`config.mk`:
```
export PLATFORM = sky130hd
export DESIGN_NAME = accel_sequencer
export DESIGN_NICKNAME = d
export VERILOG_FILES = /design/src/rtl/accel_pkg.sv /design/src/rtl/accel_sample_timer.sv /design/src/rtl/accel_sequencer.sv
export SDC_FILE = /design/constraint.sdc
export NUM_CORES = 1
export LEC_CHECK = 0
export CAP_MARGIN = 25
export CORE_MARGIN = 2
export CORE_UTILIZATION = 50
export CTS_BUF_LIST = sky130_fd_sc_hd__clkbuf_8
export CTS_CLUSTER_SIZE = 10
export DETAILED_ROUTE_END_ITERATION = 7
export GPL_ROUTABILITY_DRIVEN = 0
export PLACE_DENSITY = 0.73
export SYNTH_ARGS = -nofsm -noshare
export SYNTH_HDL_FRONTEND = slang
export SYNTH_HIERARCHICAL = 1
export SYNTH_SLANG_ARGS = --single-unit
```
`constraint.sdc`:
```
create_clock -name clk_i -period 5.95 [get_ports clk_i]
set_clock_uncertainty 0.15 [all_clocks]
set_input_delay 1.19 -clock clk_i [delete_from_list [all_inputs] [get_ports clk_i]]
set_output_delay 1.19 -clock clk_i [all_outputs]
set_load 0.02 [all_outputs]
```
`src/rtl/accel_pkg.sv`:
```
// Shared constants, packet layout and state encoding for the accelerometer sequencer.
// ACCEL_DEVID_CHECK_EN adds the device-ID check and ERROR states.
package accel_pkg;

  localparam logic [5:0] REG_DEVID       = 6'h00;
  localparam logic [5:0] REG_BW_RATE     = 6'h2C;
  localparam logic [5:0] REG_POWER_CTL   = 6'h2D;
  localparam logic [5:0] REG_DATA_FORMAT = 6'h31;
  localparam logic [5:0] REG_DATAX0      = 6'h32;

  localparam logic [7:0] VAL_DATA_FORMAT = 8'h0C;
  localparam logic [7:0] VAL_BW_RATE     = 8'h0B;
  localparam logic [7:0] VAL_POWER_CTL   = 8'h08;
  localparam logic [7:0] DEVID           = 8'hE5;

  localparam int PKT_W        = 16;
  localparam int PKT_RW       = 15;
  localparam int PKT_MB       = 14;
  localparam int PKT_ADDR_LSB = 8;
  localparam int PKT_DATA_LSB = 0;
  localparam int INIT_WRITES  = 3;

  typedef enum logic [2:0] {
    ST_INIT     = 3'd1,
    ST_SAMPLE   = 3'd2,
`ifdef ACCEL_DEVID_CHECK_EN
    ST_WAIT     = 3'd3,
    ST_CHECK_ID = 3'd0,
    ST_ERROR    = 3'd4
`else
    ST_WAIT     = 3'd3
`endif
  } state_t;

  function automatic logic [PKT_W-1:0] mk_pkt(input logic rw, input logic [5:0] addr,
                                              input logic [7:0] data);
    logic [PKT_W-1:0] p;
    p                     = '0;
    p[PKT_RW]             = rw;
    p[PKT_MB]             = 1'b0;
    p[PKT_ADDR_LSB +: 6]  = addr;
    p[PKT_DATA_LSB +: 8]  = data;
    return p;
  endfunction

  function automatic logic [PKT_W-1:0] init_pkt(input logic [1:0] i);
    case (i)
      2'd0:    return mk_pkt(1'b0, REG_DATA_FORMAT, VAL_DATA_FORMAT);
      2'd1:    return mk_pkt(1'b0, REG_BW_RATE, VAL_BW_RATE);
      default: return mk_pkt(1'b0, REG_POWER_CTL, VAL_POWER_CTL);
    endcase
  endfunction

endpackage

```
`src/rtl/accel_sample_timer.sv`:
```
// Inter-round wait counter: load a start value, count down to zero, pulse expire at zero.
module accel_sample_timer #(
  parameter int CNT_W = 20
) (
  input  logic             clk,
  input  logic             rst_n,
  input  logic             load,
  input  logic [CNT_W-1:0] load_val,
  output logic             expire
);

  logic [CNT_W-1:0] cnt;
  logic             run;

  assign expire = run && (cnt == '0);

  always_ff @(posedge clk or negedge rst_n) begin
    if (!rst_n) begin
      cnt <= '0;
      run <= 1'b0;
    end else if (load) begin
      cnt <= load_val;
      run <= 1'b1;
    end else if (run) begin
      if (cnt == '0) run <= 1'b0;
      else           cnt <= cnt - 1'b1;
    end
  end

endmodule

```
`src/rtl/accel_sequencer.sv`:
```
// Drives a serial master through device init and periodic axis sampling.
// ACCEL_DEVID_CHECK_EN enables a device-ID read before init with a terminal ERROR state.
module accel_sequencer
  import accel_pkg::*;
#(
  parameter int NUM_AXES   = 2,
  parameter int DATA_W     = 8,
  parameter int SAMPLE_DIV = 0
) (
  input  logic                       clk_i,
  input  logic                       rst_n_i,
  input  logic                       ack_i,
  input  logic [7:0]                 rx_byte_i,
  output logic                       req_o,
  output logic [PKT_W-1:0]           tx_pkt_o,
  output logic [NUM_AXES*DATA_W-1:0] axis_data_o,
  output logic                       data_valid_o,
  output logic                       init_done_o,
  output logic                       err_o
);

  localparam int          AW        = NUM_AXES * DATA_W;
  localparam int          NRD       = AW / 8;
  localparam logic [2:0]  LAST_RD   = 3'(NRD - 1);
  localparam logic [2:0]  INIT_LAST = 3'(INIT_WRITES - 1);
  localparam logic [19:0] DIV_LOAD  = (SAMPLE_DIV > 0) ? 20'(SAMPLE_DIV - 1) : 20'd0;
`ifdef ACCEL_DEVID_CHECK_EN
  localparam state_t FIRST_ST = ST_CHECK_ID;
`else
  localparam state_t FIRST_ST = ST_INIT;
`endif

  state_t           state, state_nx;
  logic [2:0]       idx, idx_nx;
  logic             idle;
  logic [AW-1:0]    shadow, shadow_nx;
  logic [PKT_W-1:0] pkt_nx;
  logic [5:0]       rd_addr;
  logic             issue, ack_ok, publish, tmr_load, tmr_expire;

  // 8-bit mode reads only the high byte of each axis register pair.
  always_comb begin
    if (DATA_W == 16) rd_addr = 6'(REG_DATAX0 + {3'b000, idx});
    else              rd_addr = 6'(REG_DATAX0 + 6'd1 + {2'b00, idx, 1'b0});
  end

  always_comb begin
    state_nx  = state;
    idx_nx    = idx;
    shadow_nx = shadow;
    pkt_nx    = '0;
    issue     = 1'b0;
    publish   = 1'b0;
    tmr_load  = 1'b0;
    ack_ok    = req_o && ack_i;
    case (state)
`ifdef ACCEL_DEVID_CHECK_EN
      ST_CHECK_ID: begin
        issue  = !req_o && !idle;
        pkt_nx = mk_pkt(1'b1, REG_DEVID, 8'h00);
        if (ack_ok) state_nx = (rx_byte_i == DEVID) ? ST_INIT : ST_ERROR;
      end
      ST_ERROR: state_nx = ST_ERROR;
`endif
      ST_INIT: begin
        issue  = !req_o && !idle;
        pkt_nx = init_pkt(idx[1:0]);
        if (ack_ok) begin
          if (idx == INIT_LAST) begin
            idx_nx   = '0;
            state_nx = ST_SAMPLE;
          end else begin
            idx_nx = idx + 3'd1;
          end
        end
      end
      ST_SAMPLE: begin
        issue  = !req_o && !idle;
        pkt_nx = mk_pkt(1'b1, rd_addr, 8'h00);
        if (ack_ok) begin
          // Byte order on the wire matches byte order in the shadow word.
          for (int b = 0; b < NRD; b++)
            if (idx == 3'(b)) shadow_nx[8*b +: 8] = rx_byte_i;
          if (idx == LAST_RD) begin
            idx_nx  = '0;
            publish = 1'b1;
            if (SAMPLE_DIV > 0) begin
              tmr_load = 1'b1;
              state_nx = ST_WAIT;
            end
          end else begin
            idx_nx = idx + 3'd1;
          end
        end
      end
      ST_WAIT: if (tmr_expire) state_nx = ST_SAMPLE;
      default: state_nx = FIRST_ST;
    endcase
  end

  always_ff @(posedge clk_i or negedge rst_n_i) begin
    if (!rst_n_i) state <= FIRST_ST;
    else          state <= state_nx;
  end

  // idle holds off the first request one extra edge after reset release.
  always_ff @(posedge clk_i or negedge rst_n_i) begin
    if (!rst_n_i) begin
      req_o        <= 1'b0;
      tx_pkt_o     <= '0;
      idle         <= 1'b1;
      idx          <= '0;
      shadow       <= '0;
      axis_data_o  <= '0;
      data_valid_o <= 1'b0;
    end else begin
      idle         <= 1'b0;
      idx          <= idx_nx;
      shadow       <= shadow_nx;
      data_valid_o <= publish;
      if (publish) axis_data_o <= shadow_nx;
      if (ack_ok) begin
        req_o    <= 1'b0;
        tx_pkt_o <= '0;
      end else if (issue) begin
        req_o    <= 1'b1;
        tx_pkt_o <= pkt_nx;
      end
    end
  end

  accel_sample_timer #(.CNT_W(20)) u_timer (
    .clk      (clk_i),
    .rst_n    (rst_n_i),
    .load     (tmr_load),
    .load_val (DIV_LOAD),
    .expire   (tmr_expire)
  );

  assign init_done_o = (state == ST_SAMPLE) || (state == ST_WAIT);
`ifdef ACCEL_DEVID_CHECK_EN
  assign err_o = (state == ST_ERROR);
`else
  assign err_o = 1'b0;
`endif

endmodule

```
Yosys cells after proc, flatten, opt, wreduce, memory -nomap -nowiden:

Index checks and enable logic that the tools add are counted.
W data, S select, Z words.

* bits in registers: 78
* bits in latches: 0
* memory bits (writable): 0
* ROM bits: 0
* output and inout port bits: 36
* word-level logic and storage cells: 65
* memories: 0

* $add $sub $neg: 3
* $mul: 0
* div/mod/pow operators: 0
* order comparisons: 0
* equality and inequality tests: 10
* shifts and indexed selects: 0
* multiplexer cells: 25
* bitwise logic cells: 2
* reductions and logical operators: 15

Operators by type and width (number)
* $mux W16: 4
* $pmux W16 S2: 1
* $pmux W13 S2: 1
* $mux W3: 7
* $logic_not A20 Y1: 1
* $sub A20 B1 Y20 const B: 1
* $mux W8: 2
* $eq A3 B2 Y1 const B: 3
* $pmux W3 S3: 1
* $mux W1: 8
* $ne A2 B2 Y1 const B: 4
* $add A5 B5 Y6 const A: 1
* $eq A3 B1 Y1 const B: 2
* $pmux W3 S2: 1
* $reduce_and A4 Y1: 1
* $reduce_bool A2 Y1: 2
* $add A3 B1 Y3 const B: 1
* $logic_and A1 B1 Y1: 3
* $logic_not A3 Y1: 1
* $reduce_and A3 Y1: 1
* $eq A2 B1 Y1 const B: 1
* $logic_not A1 Y1: 2
* $logic_not A2 Y1: 1
* $not A1 Y1: 2
* 3 further kinds: 3

Depth between registers and ports, before layout:

* word-level depth: 5
* mapped depth: 9

By module:

Netlist, hierarchy kept.

By module, submodules not included
* accel_sequencer: times used 1, cells an instance 196, area an instance 2511.2 um^2
* accel_sample_timer: times used 1, cells an instance 146, area an instance 1308.8 um^2

Worst setup path after synthesis:

Ideal clock, no wire load.

* kind: register to output
* from: register state[0]
* to: output init_done_o
* data arrival time: 1294 ps
* required time: 4610 ps
* slack: 3316 ps
* stages on the path, launching flop included: 5
* path buffers: 1
* cell sequence: dfstp_2 inv_1 ha_1 buf_2 or2_2

* cells in the longest elaborated chain, start to end: 2
* elaborated cells on any way between the ends: 3
* those cells by class: eq/ne (2); reduce/logical (1)

RTL lines
* start, declared: RTL line accel_sequencer.sv:33 `state_t state, state_nx;`
* start signal, assigned: RTL line accel_sequencer.sv:103 `else state <= state_nx;`
* $eq A3 B2 Y1: RTL line accel_sequencer.sv:140 `assign init_done_o = (state == ST_SAMPLE) || (state == ST_WAIT);`
* $logic_or A1 B1 Y1 (*): RTL line accel_sequencer.sv:140
* end, declared: RTL line accel_sequencer.sv:18 `output logic init_done_o,`

Mark *: on every way between the ends. The rest lies on a longest branch, timed or not.

Worst setup path after layout:

Ends and elaborated chain as after synthesis.

==> summary.txt <==
Clock tree
  – H-tree lvl count: 3
  – CTS max path bufs: 2
  – Post-cts sizing count: 0
  – Clock Sinks: 71
  – Worst skew pair latency: 0.35 ns
  – # hold bufs at CTS: 0
  – CTS Buf Count: 9
  – Root buf cell: clkbuf_8
  – Reg clk slew, reported paths: 0.08 ns
  – Post-CTS setup buffers: 0
  – CTS tree: done

Layout
  – Area growth syn-to-layout: 19.5%
  – Final std cell area, no fill: 4560 um2
  – Layout cells sized above 1: 21.5%
  – # diodes: 0
  – Nets: 430
  – Layout Cells excl Fill: 509

Timing
  – Fin crit share: 59.3%
  – Achievable Freq: 284 MHz
  – Max-slew headroom: 42.4%
  – RSZ-0062 raised after global routing: no
  – Hold slack: 0.349 ns
  – Worst-margin pin slew: 0.865 ns
  – Final setup viols: 0
  – Final Hold Fails: 0
  – Final setup TNS: 0 ns
  – Final min period: 3.53 ns
  – Fin. max-slew vios: 0

Placement
  – Port bufs: 40
  – DPL Wire Length: 5.06 mm
  – Cell count after placement: 493
  – DP Area: 4340 um2

Power
  – Sequential fraction of design power: 38.7%
  – PD cells: 392 nW/um2
  – Int Power: 1.16 mW
  – Sw power: 0.630 mW
  – Switching Share: 35.2%
  – Logic pwr share: 36.6%
  – Clock power frac: 24.8%
  – Static Leak: 2.03 nW
  – Peak supply drop: 173 uV

Route
  – Antenna Nets Post-Route: 0
  – Routed length per instance: 14.2 um
  – Vias per cell: 5.25
  – Iteration count of the initial detailed-routing pass: 4
  – Detailed Route Iter0 Violations: 78
  – Final WL: 7.21 mm
  – DR vias: 2,674
  – # DRC: 0

Critical path
  – Worst Setup Start Kind: flop
  – CP Data Arrival Time: 2.19 ns
  – Setup CP Type: flop to output pin
  – Worst path max stage delay: 0.56 ns
  – Crit Path Max Fanout: 9
  – Critical path cell sequence: inv_1 -> ha_1 -> or2_2 -> clkdlybuf4s50_1
  – Crit end category: output pin
  – Worst path required time: 4.61 ns
  – Slowest stage cell, crit path: dfstp_2

Synth
  – Yosys reg bits: 71
  – Distinct cells, synth: 57
  – Cells after Synth: 342
  – Share of the synthesized area in the top cell type: 45.2%
  – Syn. warnings: 6
  – Sequential fraction of the synthesis area: 46.6%
  – Syn Area/Cell: 11.2 um2
  – Commonest cells post-synth: 69 x dfrtp_1, 41 x mux2_2, 33 x nand2_1
  – Asr flop ratio synth: 100%
  – Area leader, netlist: dfrtp_1
  – EDFF count, synth: 0
  – Post-Syn Area: 3820 um2
  – Dominant synthesized flop cell: dfrtp_1
  – Top cells by area, synth: dfrtp_1 45%, mux2_2 12%, ha_1 4.6%
  – Most common cell in the synthesized netlist: dfrtp_1

Floorplanning
  – Die height: 91.4 um
  – Die area: 8350 um2
  – Core Footprint: 7330 um2
  – # rows: 31
  – Total I/O pin count: 47
  – Starting Density: 52.1%
  – Horiz. Die Dim: 91.4 um

Global routing
  – First-pass GRT wire length: 12.6 mm
  – Initial antenna violation count: 0
  – GRT overflow: 0
  – Largest net degree at the start of global routing: 72
  – Vias in the first global route: 2,633
  – GRT Total Usage: 18.6%

Job
  – MaxCap Viol Count: 0

Worst hold path
  – Hold crit path type: flop to flop

Outcome
  – Status: finished, final reports clean
sequential cells by signal (all words and copies together), names as in the netlist:
register / count
shadow: 16
u_timer/run: 1
state: 2
idx: 3
req_o: 1
data_valid_o: 1
tx_pkt_o: 10
axis_data_o: 16
u_timer/cnt: 20
idle: 1
layout make-up:
cell class                 count  area (um2)
timing repair buffer          41         403
fill                         595        2770
tap                           99         124
inverter                      13        48.8
sequential                    71        1780
multi-input combinational    269        1980
clock inverter                 7         105
clock buffer                   9         124
cell families after synthesis:
logic type               Yosys count  share of synthesized area, %
multiplexers                      51                          15.9
XOR/XNOR                          16                          3.67
buffers and inverters             34                          4.72
AND/OR/NAND/NOR                  100                          15.5
AO/OA/AOI/OAI                     55                          8.94
flip-flops                        71                          46.6
other                              1                        0.0982
adder cells (fa/ha/maj)           14                          4.59
metal layers:
| layer | global-route usage (%) | routed length, um | vias up |
|---|---|---|---|
| met4 | 4.92 | 88 | 0 |
| met5 | 0 | 0 | - |
| li1 | - | - | 1305 |
| met1 | 23.3 | 3230 | 1318 |
| met3 | 4.73 | 203 | 11 |
| met2 | 32.0 | 3690 | 40 |
critical path: cells and delay by family (launching register included):
family | cells | cell delay (ns)
AND/OR/NAND/NOR | 1 | 0.34
buffers and inverters | 2 | 0.61
flip-flops | 1 | 0.56
adder cells (fa/ha/maj) | 1 | 0.33
per-stage QoR:
| stage | utilization, % | setup slack [ns] | power, mW |
|---|---|---|---|
| after floorplan | - | 3.32 | 1.16 |
| after global placement | 59.1 | 2.81 | 1.33 |
| after detailed placement | 59.1 | 2.78 | 1.36 |
| after CTS | 62.3 | 2.39 | 1.80 |
| after global routing | 62.3 | 2.32 | 1.91 |
| final | 62.3 | 2.42 | 1.79 |
power by group through the flow:
stage	clock, mW	combinational, mW	sequential [mW]
floorplan	0	0.431	0.730
global placement	0	0.640	0.693
detailed placement	0	0.656	0.700
CTS	0.455	0.659	0.691
global route	0.476	0.722	0.709
finish	0.443	0.654	0.691
worst paths after layout:
check | cells after the start | start | endpoint | slack (ns)
min reg2reg | 2 | tx_pkt_o[13]$_DFFE_PN0P_ | tx_pkt_o[13]$_DFFE_PN0P_ | 0.35
min | 2 | tx_pkt_o[13]$_DFFE_PN0P_ | tx_pkt_o[13]$_DFFE_PN0P_ | 0.35
max reg2reg | 5 | state[0]$_DFFE_PN1P_ | shadow[6]$_DFF_PN0_ | 3.32
max | 4 | state[0]$_DFFE_PN1P_ | init_done_o | 2.42
max in group asynchronous | 2 | rst_n_i | shadow[13]$_DFF_PN0_ | 4.20
min in group asynchronous | 2 | rst_n_i | tx_pkt_o[1]$_DFFE_PN0P_ | 0.89
cells in the final DEF, fill, tap and decap left out, types with 11 or more instances in the layout:
| master | Yosys | layout |
|---|---|---|
| clkdlybuf4s50_1 | 0 | 39 |
| ha_1 | 14 | 14 |
| conb_1 | 1 | 33 |
| o21ai_1 | 21 | 21 |
| nand3_1 | 16 | 16 |
| a21oi_1 | 11 | 11 |
| inv_1 | 13 | 13 |
| dfrtp_1 | 69 | 69 |
| nand2_1 | 33 | 33 |
| mux2_2 | 41 | 41 |
Note: power is estimated with default switching activity, not from simulation.
